<file path="config.mk">
export PLATFORM = sky130hd
export DESIGN_NAME = ram_rr_arbiter_flat
export DESIGN_NICKNAME = d
export VERILOG_FILES = /design/src/rtl/ram_rr_arbiter_pkg.sv /design/src/rtl/ram_rr_arbiter_if.sv /design/src/rtl/ram_rr_arbiter_ram_core.sv /design/src/rtl/ram_rr_arbiter.sv /design/src/flat_wrapper.sv
export SDC_FILE = /design/constraint.sdc
export NUM_CORES = 1
export LEC_CHECK = 0
export ABC_AREA = 1
export BUFFER_PORTS_ARGS = -buffer_cell sky130_fd_sc_hd__clkbuf_2
export CAP_MARGIN = 20
export CORE_MARGIN = 8
export CORE_UTILIZATION = 40
export DETAILED_ROUTE_END_ITERATION = 8
export PLACE_DENSITY_LB_ADDON = 0.12
export SLEW_MARGIN = 10
export SYNTH_ARGS = -nofsm -noshare
export SYNTH_HDL_FRONTEND = slang
export SYNTH_SLANG_ARGS = --single-unit
</file>
<file path="constraint.sdc">
create_clock -name clk -period 3 [get_ports clk]
set_input_delay 0.45 -clock clk [delete_from_list [all_inputs] [get_ports clk]]
set_output_delay 0.45 -clock clk [all_outputs]
set_load 0.01 [all_outputs]
</file>
<file path="src/rtl/ram_rr_arbiter_pkg.sv">
// ram_arb_pkg: shared constants for the round-robin RAM arbiter.
//   ST_INIT / ST_RUN : controller state encoding
//   CLI0 / CLI1      : client indices, also the encoding of the last-served pointer
package ram_arb_pkg;

  localparam logic ST_INIT = 1'b0;
  localparam logic ST_RUN  = 1'b1;

  localparam logic CLI0 = 1'b0;
  localparam logic CLI1 = 1'b1;

endpackage

</file>
<file path="src/rtl/ram_rr_arbiter_if.sv">
// ram_rr_arbiter_if: two-client RAM access bus.
//   Per client X in {0,1}:
//     reqX/weX/adrX/dinX : request, write enable, address, write data (client -> arbiter)
//     gntX               : access executes at the next rising edge (arbiter -> client)
//     rvalidX/doutX      : registered read data, one-cycle valid pulse (arbiter -> client)
//   busy : arbiter not accepting requests (init sweep)
//   master modport = client side, slave modport = arbiter side.
interface ram_rr_arbiter_if #(
  parameter int AW = 4,
  parameter int DW = 4
);
  logic          req0, we0;
  logic [AW-1:0] adr0;
  logic [DW-1:0] din0;
  logic          gnt0, rvalid0;
  logic [DW-1:0] dout0;

  logic          req1, we1;
  logic [AW-1:0] adr1;
  logic [DW-1:0] din1;
  logic          gnt1, rvalid1;
  logic [DW-1:0] dout1;

  logic          busy;

  modport master (
    output req0, we0, adr0, din0, req1, we1, adr1, din1,
    input  gnt0, rvalid0, dout0, gnt1, rvalid1, dout1, busy
  );

  modport slave (
    input  req0, we0, adr0, din0, req1, we1, adr1, din1,
    output gnt0, rvalid0, dout0, gnt1, rvalid1, dout1, busy
  );
endinterface

</file>
<file path="src/rtl/ram_rr_arbiter_ram_core.sv">
// ram_core: single-port RAM, 2**AW x DW.
//   clk    : write clock (rising edge)
//   we_i   : write enable
//   adr_i  : address (shared by read and write)
//   din_i  : write data
//   dout_o : asynchronous read data, mem[adr_i]
module ram_core #(
  parameter int AW = 4,
  parameter int DW = 4
) (
  input  logic          clk,
  input  logic          we_i,
  input  logic [AW-1:0] adr_i,
  input  logic [DW-1:0] din_i,
  output logic [DW-1:0] dout_o
);

  logic [DW-1:0] mem_q [2**AW];

  always_ff @(posedge clk)
    if (we_i) mem_q[adr_i] <= din_i;

  assign dout_o = mem_q[adr_i];

endmodule

</file>
<file path="src/rtl/ram_rr_arbiter.sv">
// ram_rr_arbiter: shares one single-port RAM between two clients with
// round-robin arbitration. One access per cycle; grants are combinational,
// read data is registered and returned one cycle after the grant.
//   clk : system clock, rising edge
//   rst : asynchronous active-high reset
//   bus : ram_rr_arbiter_if.slave (per-client req/we/adr/din, gnt/rvalid/dout, busy)
// Optional feature RAM_RR_ARBITER_CLEAR_EN: after reset an INIT sweep writes 0
// to every RAM word (busy = 1 for 2**AW cycles) before arbitration starts.
// Without it the controller starts directly in RUN and RAM contents are undefined.
module ram_rr_arbiter
  import ram_arb_pkg::*;
#(
  parameter int AW = 4,
  parameter int DW = 4
) (
  input  logic clk,
  input  logic rst,
  ram_rr_arbiter_if.slave bus
);

  logic          state_q;
  logic [AW-1:0] swc_q;
  logic          sweep;

`ifdef RAM_RR_ARBITER_CLEAR_EN
  logic          state_d;
  logic [AW-1:0] swc_d;

  always_ff @(posedge clk or posedge rst)
    if (rst) begin
      state_q <= ST_INIT;
      swc_q   <= '0;
    end else begin
      state_q <= state_d;
      swc_q   <= swc_d;
    end

  always_comb begin
    state_d = state_q;
    swc_d   = swc_q;
    if (state_q == ST_INIT) begin
      swc_d = swc_q + 1'b1;
      if (swc_q == {AW{1'b1}}) state_d = ST_RUN;
    end
  end

  always_comb begin
    sweep = (state_q == ST_INIT);
  end
`else
  assign state_q = ST_RUN;
  assign swc_q   = '0;
  assign sweep   = 1'b0;
`endif

  assign bus.busy = sweep;

  // Arbitration: gated by rst so grants drop the instant reset is asserted.
  logic run, gnt0, gnt1, lp_q;

  assign run  = ~rst & (state_q == ST_RUN);
  assign gnt0 = run & bus.req0 & (~bus.req1 | (lp_q == CLI1));
  assign gnt1 = run & bus.req1 & (~bus.req0 | (lp_q == CLI0));

  assign bus.gnt0 = gnt0;
  assign bus.gnt1 = gnt1;

  always_ff @(posedge clk or posedge rst)
    if (rst)       lp_q <= CLI1;
    else if (gnt0) lp_q <= CLI0;
    else if (gnt1) lp_q <= CLI1;

  // RAM port mux: sweep counter has the port during INIT, else the granted client.
  logic          ram_we;
  logic [AW-1:0] ram_adr;
  logic [DW-1:0] ram_din, ram_rdata;

  always_comb begin
    ram_we  = 1'b0;
    ram_adr = bus.adr0;
    ram_din = bus.din0;
    if (sweep) begin
      ram_we  = 1'b1;
      ram_adr = swc_q;
      ram_din = '0;
    end else if (gnt0) begin
      ram_we  = bus.we0;
      ram_adr = bus.adr0;
      ram_din = bus.din0;
    end else if (gnt1) begin
      ram_we  = bus.we1;
      ram_adr = bus.adr1;
      ram_din = bus.din1;
    end
  end

  ram_core #(.AW(AW), .DW(DW)) u_ram (
    .clk   (clk),
    .we_i  (ram_we),
    .adr_i (ram_adr),
    .din_i (ram_din),
    .dout_o(ram_rdata)
  );

  // Read return path; dout holds until the same client's next read.
  logic [1:0]    rvalid_q;
  logic [DW-1:0] dout0_q, dout1_q;

  always_ff @(posedge clk or posedge rst)
    if (rst) begin
      rvalid_q <= '0;
      dout0_q  <= '0;
      dout1_q  <= '0;
    end else begin
      rvalid_q <= {gnt1 & ~bus.we1, gnt0 & ~bus.we0};
      if (gnt0 & ~bus.we0) dout0_q <= ram_rdata;
      if (gnt1 & ~bus.we1) dout1_q <= ram_rdata;
    end

  assign bus.rvalid0 = rvalid_q[0];
  assign bus.rvalid1 = rvalid_q[1];
  assign bus.dout0   = dout0_q;
  assign bus.dout1   = dout1_q;

endmodule

</file>
<file path="src/flat_wrapper.sv">
// flat-port wrapper written by rule: the top's interface ports become plain ports
module ram_rr_arbiter_flat import ram_arb_pkg::*;
#(
  parameter int AW = 4,
  parameter int DW = 4
)
  (clk, rst, bus_req0, bus_we0, bus_adr0, bus_din0, bus_req1, bus_we1, bus_adr1, bus_din1, bus_gnt0, bus_rvalid0, bus_dout0, bus_gnt1, bus_rvalid1, bus_dout1, bus_busy);
  ram_rr_arbiter_if #(.AW(AW), .DW(DW)) bus_i ();
  input  logic clk;
  input  logic rst;
  input wire logic [$bits(bus_i.req0)-1:0] bus_req0;
  input wire logic [$bits(bus_i.we0)-1:0] bus_we0;
  input wire logic [$bits(bus_i.adr0)-1:0] bus_adr0;
  input wire logic [$bits(bus_i.din0)-1:0] bus_din0;
  input wire logic [$bits(bus_i.req1)-1:0] bus_req1;
  input wire logic [$bits(bus_i.we1)-1:0] bus_we1;
  input wire logic [$bits(bus_i.adr1)-1:0] bus_adr1;
  input wire logic [$bits(bus_i.din1)-1:0] bus_din1;
  output wire logic [$bits(bus_i.gnt0)-1:0] bus_gnt0;
  output wire logic [$bits(bus_i.rvalid0)-1:0] bus_rvalid0;
  output wire logic [$bits(bus_i.dout0)-1:0] bus_dout0;
  output wire logic [$bits(bus_i.gnt1)-1:0] bus_gnt1;
  output wire logic [$bits(bus_i.rvalid1)-1:0] bus_rvalid1;
  output wire logic [$bits(bus_i.dout1)-1:0] bus_dout1;
  output wire logic [$bits(bus_i.busy)-1:0] bus_busy;
  assign bus_i.req0 = bus_req0;
  assign bus_i.we0 = bus_we0;
  assign bus_i.adr0 = bus_adr0;
  assign bus_i.din0 = bus_din0;
  assign bus_i.req1 = bus_req1;
  assign bus_i.we1 = bus_we1;
  assign bus_i.adr1 = bus_adr1;
  assign bus_i.din1 = bus_din1;
  assign bus_gnt0 = bus_i.gnt0;
  assign bus_rvalid0 = bus_i.rvalid0;
  assign bus_dout0 = bus_i.dout0;
  assign bus_gnt1 = bus_i.gnt1;
  assign bus_rvalid1 = bus_i.rvalid1;
  assign bus_dout1 = bus_i.dout1;
  assign bus_busy = bus_i.busy;
  ram_rr_arbiter #(.AW(AW), .DW(DW)) u_core (.clk(clk), .rst(rst), .bus(bus_i));
endmodule
</file>
### Yosys cells after proc, flatten, opt, wreduce, memory -nomap -nowiden

Memories as Yosys holds them, arrays and structs flattened.
Index checks and enable logic that the tools add are counted.

* shift operators: 0
* add/subtract/negate cells: 0
* $mul: 0
* reductions and logical operators: 1
* multiplexer cells: 10
* bitwise operators: 14
* div/mod/pow operators: 0
* $lt $le $gt $ge: 0
* eq/ne operators: 0

Operator list (count)
* 2-to-1 mux 4 bit: 4
* AND 1 bit: 6
* 2-to-1 mux 1 bit: 6
* NOT 1 bit: 6
* OR 1 bit: 2
* nonzero test 2 bit: 1

* bits in latches: 0
* bits of input ports: 22
* memories kept: 1
* logic and storage cells: 30
* output and inout port bits: 13
* RAM bits: 64
* flip-flop bits (word level): 11
* ROM bits: 0

Memories
* u_core.u_ram.mem_q: words 16, width 4, read ports 1, clocked after memory_dff 0, write ports 1, line ram_rr_arbiter_ram_core.sv:18 `logic [DW-1:0] mem_q [2**AW];`

### Depth between registers and ports, before layout

* depth in word-level cells: 7
* gate-level depth with buffers: 13
* mapped depth without buffers: 12

### Modules after synthesis

A second synthesis with hierarchy kept.

* cell total of the unflattened synthesis: 368
* area total of the unflattened synthesis: 3498.4 um^2

By module, submodules not included
* ram_core: times used 1, cells an instance 285, area each 2885.3 um^2, sequential area each 1921.8 um^2
* ram_rr_arbiter: times used 1, cells an instance 83, area each 613.1 um^2, sequential area each 276.5 um^2

### Worst setup path after synthesis

Ideal clock, no wire load.

* path kind: input-to-reg
* start point: in rst
* end point: mem u_core.u_ram.mem_q[12][0], enable pin
* setup time: 0.329 ns
* required time: 2.671 ns
* stages: 10
* path buffers: 1
* arrival time: 1.718 ns
* slack: 0.953 ns
* cells stage by stage: inv_2 nand3_4 buf_6 inv_2 nand2_1 nand2_1 inv_2 nor2_4 inv_1 nor2_1

* longest elaborated chain between the ends: 7
* elaborated cells on any way between the ends: 11
* classes of those cells: mux: 6; bitwise: 5

Ends and longest elaborated chain
* from (decl): line flat_wrapper.sv:10 `input logic rst;`
* NOT 1 bit (*): line ram_rr_arbiter.sv:61 `assign run = ~rst & (state_q == ST_RUN);`
* AND 1 bit (*) (2 in series): line ram_rr_arbiter.sv:63 `assign gnt1 = run & bus.req1 & (~bus.req0 | (lp_q == CLI0));`
* named net bus_gnt1: line flat_wrapper.sv:22 `output wire logic [$bits(bus_i.gnt1)-1:0] bus_gnt1;`
* 2-to-1 mux 1 bit: line ram_rr_arbiter.sv:90 `end else if (gnt1) begin`
* 2-to-1 mux 1 bit: line ram_rr_arbiter.sv:86 `end else if (gnt0) begin`
* 2-to-1 mux 1 bit: line ram_rr_arbiter_ram_core.sv:21 `if (we_i) mem_q[adr_i] <= din_i;`
* 2-to-1 mux 1 bit (not written as such): line ram_rr_arbiter_ram_core.sv:21
* to (decl): line ram_rr_arbiter_ram_core.sv:18

The timed path passes the listed nets; every way through them passes the cells marked *.

### Final worst setup path

* start point: reg u_core.lp_q
* end point: mem u_core.u_ram.mem_q[5][2], enable pin

* longest elaborated chain between the ends: 7
* elaborated cells on any way between the ends: 11
* classes of those cells: mux: 6; bitwise: 5

Ends and longest elaborated chain
* from (decl): line ram_rr_arbiter.sv:59 `logic run, gnt0, gnt1, lp_q;`
* from (signal assigned): line ram_rr_arbiter.sv:69 `if (rst) lp_q <= CLI1;`
* from (signal assigned): line ram_rr_arbiter.sv:70 `else if (gnt0) lp_q <= CLI0;`
* from (signal assigned): line ram_rr_arbiter.sv:71 `else if (gnt1) lp_q <= CLI1;`
* NOT 1 bit: line ram_rr_arbiter.sv:63
* OR 1 bit: line ram_rr_arbiter.sv:63
* AND 1 bit: line ram_rr_arbiter.sv:63
* 2-to-1 mux 1 bit: line ram_rr_arbiter.sv:90
* 2-to-1 mux 1 bit: line ram_rr_arbiter.sv:86
* 2-to-1 mux 1 bit: line ram_rr_arbiter_ram_core.sv:21
* 2-to-1 mux 1 bit (not written as such): line ram_rr_arbiter_ram_core.sv:21

Parallel ways exist; a longest one is shown, timed or not.

==> summary.md <==
| Metric | Value |
|---|---|
| Status | `complete, no violations` |
| CP max stage delay | `0.54 ns` |
| Register area | `2200 um2` |
| Max-Cap Viols | `0` |
| Synthesis-stage register bit count | `75` |
| First-pass GRT wire length | `13.3 mm` |
| Vias in the first global route | `around 2500` |
| Chip height | `108 um` |
| Initial Util | `41.3%` |
| HP Class | `in2async` |
| M2 GR Usage | `21.5%` |
| Met1 GRT Util | `20.5%` |
| PD cells | `608 nW/um2` |
| Multi-input gate area | `approximately 1100 um2` |
| Met3 Track Usage GR | `3.51%` |
| Via Count | `2471` |
| Syn_nets | `377` |
| Die W | `108 um` |
| Initial antenna violation count | `0` |
| Setup_tns | `0 ns` |
| Most used cell, CP | `nand2_1` |
| GPL Wtd Cong | `0.785` |
| Root Driver | `clkbuf_8` |
| CP Capture Type | `register` |
| Hold buffer count at cts | `0` |
| Busiest layer in global routing | `met2` |
| Die Area | `~12000 um2` |
| Vias/cell | `4.89` |
| Netlist cell types | `23` |
| Critical path's slowest cell | `dfstp_2` |
| WL per Instance | `~16 um` |
| Dpl hpwl | `5.61 mm` |
| Nets@finish | `417` |
| Tmin final | `2.25 ns` |
| Clk Latency, worst-skew pair | `approximately 0.35 ns` |
| Ant diodes | `0` |
| Initial DRC Count | `around 130` |
| Avg Cell Area, Syn | `9.61 um2` |
| Arrival time worst endpoint | `2.27 ns` |
| CTS Buf Count | `9` |
| Fmax | `0.445 GHz` |
| CTS HTree Levels | `3` |
| Unrepaired setup endpoints after global routing | `false` |
| Crit path buffers/inverters | `2` |
| Cell area after synthesis | `roughly 3400 um2` |
| Crit Path Class | `reg2reg` |
| Crit-path max FO | `14` |
| CTS tree | `built` |
| CTS Buffer Depth | `2` |
| Ys Warns | `0` |
| Core Footprint | `a little over 8000 um2` |
| WP data required | `3.02 ns` |
| Layout cell share with drive strength beyond 1 | `18.0%` |
| Leak | `1.76 nW` |
| Largest net degree at the start of global routing | `23` |
| Slew headroom | `52.9%` |
| IO Pins | `35` |
| Ratio of final minimum period to clock period | `75.0%` |
| Layout fillers | `798` |
| Cells after Synth | `355` |
| Postcts setup bufs | `0` |
| # port buffers | `33` |
| # DRC | `0` |
| Maximum vdd drop | `approximately 0.23 mV` |
| All-layer global routing usage | `14.9%` |
| Final worst clock skew | `0.00715 ns` |
| Crit start category | `register` |
| Critical path's top delay family | `simple AND/OR/NAND/NOR gates` |
| DRT antenna net count | `0` |
| Area Growth Syn to Fin | `14.3%` |
| Final Max Slew Viols | `0` |
| Slew @ Worst Pin | `approximately 0.70 ns` |
| GRT Residual Overflow | `0` |
| Setup violators final | `0` |
| Worst path cell trace | `nand2_1 > nand3_4 > inv_2 > nand2_1 > nand2_1 > nor2_1 > inv_1 > nor2_1` |
| Minimum hold slack | `0.147 ns` |
| Final WL | `8.15 mm` |
| Clock sinks | `75` |
| 1st-pass router iterations | `4` |
| PostCTS Resize Cnt | `0` |
| Clk slew on worst S/H paths | `~0.08 ns` |
| Share of the yosys chip area belonging to registers | `64.4%` |
| Fin. Hold Viols | `0` |
| Rows | `33` |
## cells by family after synthesis
family                 count (synthesis)  synth area share (%)
AO/OA/AOI/OAI                         13                  2.46
buffers and inverters                 29                  4.29
flip-flops                            75                  64.4
other                                  1                 0.110
AND/OR/NAND/NOR                      237                  28.7
## final cells by class
type,count,share of cell area (%)
inverter,18,1.73
sequential,75,56.3
clock buffer,14,5.26
multi-input combinational,251,27.4
timing repair buffer,40,5.58
clock inverter,2,0.353
tap,105,3.37
## placed cells by master (no fill, tap or decap), drive strengths merged, types with 2 or more instances in the layout
cell type	synthesis	layout
nor2	23	23
nand3	34	34
dfrtp	10	10
clkinv	0	2
edfxtp	64	64
o21ai	11	11
nand2	179	179
buf	11	7
clkbuf	0	47
inv	18	18
## layer usage
metal  vias up  routed length [um]
met3        16                 566
met2        79                3390
met4         0                 189
li1       1239                   -
met5         -                   0
met1      1137                4000
## path summary, 6_finish.rpt
check,start,endpoint,slack [ns],depth (start not counted)
min in group clk,bus_we0,u_core.rvalid_q[0],0.33,2
setup / recovery,u_core.lp_q,u_core.u_ram.mem_q[5][2],0.75,8
hold / removal,rst,u_core.lp_q,0.15,2
setup reg to reg,u_core.lp_q,u_core.u_ram.mem_q[5][2],0.75,8
max in group asynchronous,rst,u_core.bus.dout1[1],2.70,3
hold reg to reg,u_core.bus.dout1[0],u_core.bus.dout1[0],0.48,2
## sequential cells by signal (all words and copies together), names as in the netlist
register            flops
u_core.bus.dout1        4
u_core.u_ram.mem_q     64
u_core.rvalid_q         2
u_core.lp_q             1
u_core.bus.dout0        4
## cells in the mapped netlist, drive strengths merged
cell type	n	area share (%)
a22o	1	0.26
a21oi	1	0.15
dfstp	1	0.77
nand4	1	0.37
nor2	23	3.0
nand3	34	5.4
dfrtp	10	7.3
conb	1	0.11
o21ai	11	2.1
inv	18	2.0
nand2	179	20
edfxtp	64	56
buf	11	2.3
## through the flow
stage          total power [W]  cells  cell area [um2]  util [%]  worst slack [ns]
2_1_floorplan          0.00144    355             3410         -             0.953
3_3_place_gp           0.00157    489             3680      44.6             0.626
3_5_place_dp           0.00157    489             3680      44.6             0.562
4_1_cts                0.00239    505             3900      47.3             0.739
5_1_grt                0.00247    505             3900      47.3             0.535
6_report               0.00237    505             3900      47.3             0.751
## power by group
part           leakage [nW]  internal (W)  total [W]  switching [W]
clock                 0.113      0.000448   0.000830       0.000382
sequential            0.718       0.00119    0.00121      0.0000196
combinational         0.925      0.000102   0.000336       0.000234
## worst register-to-register path: cells and delay by family, from the launching register on
kind | cells | cell delay, ns
simple gates | 6 | 1.10
buf+inv | 2 | 0.28
flops | 1 | 0.54
(Power assumes the default switching activity.)
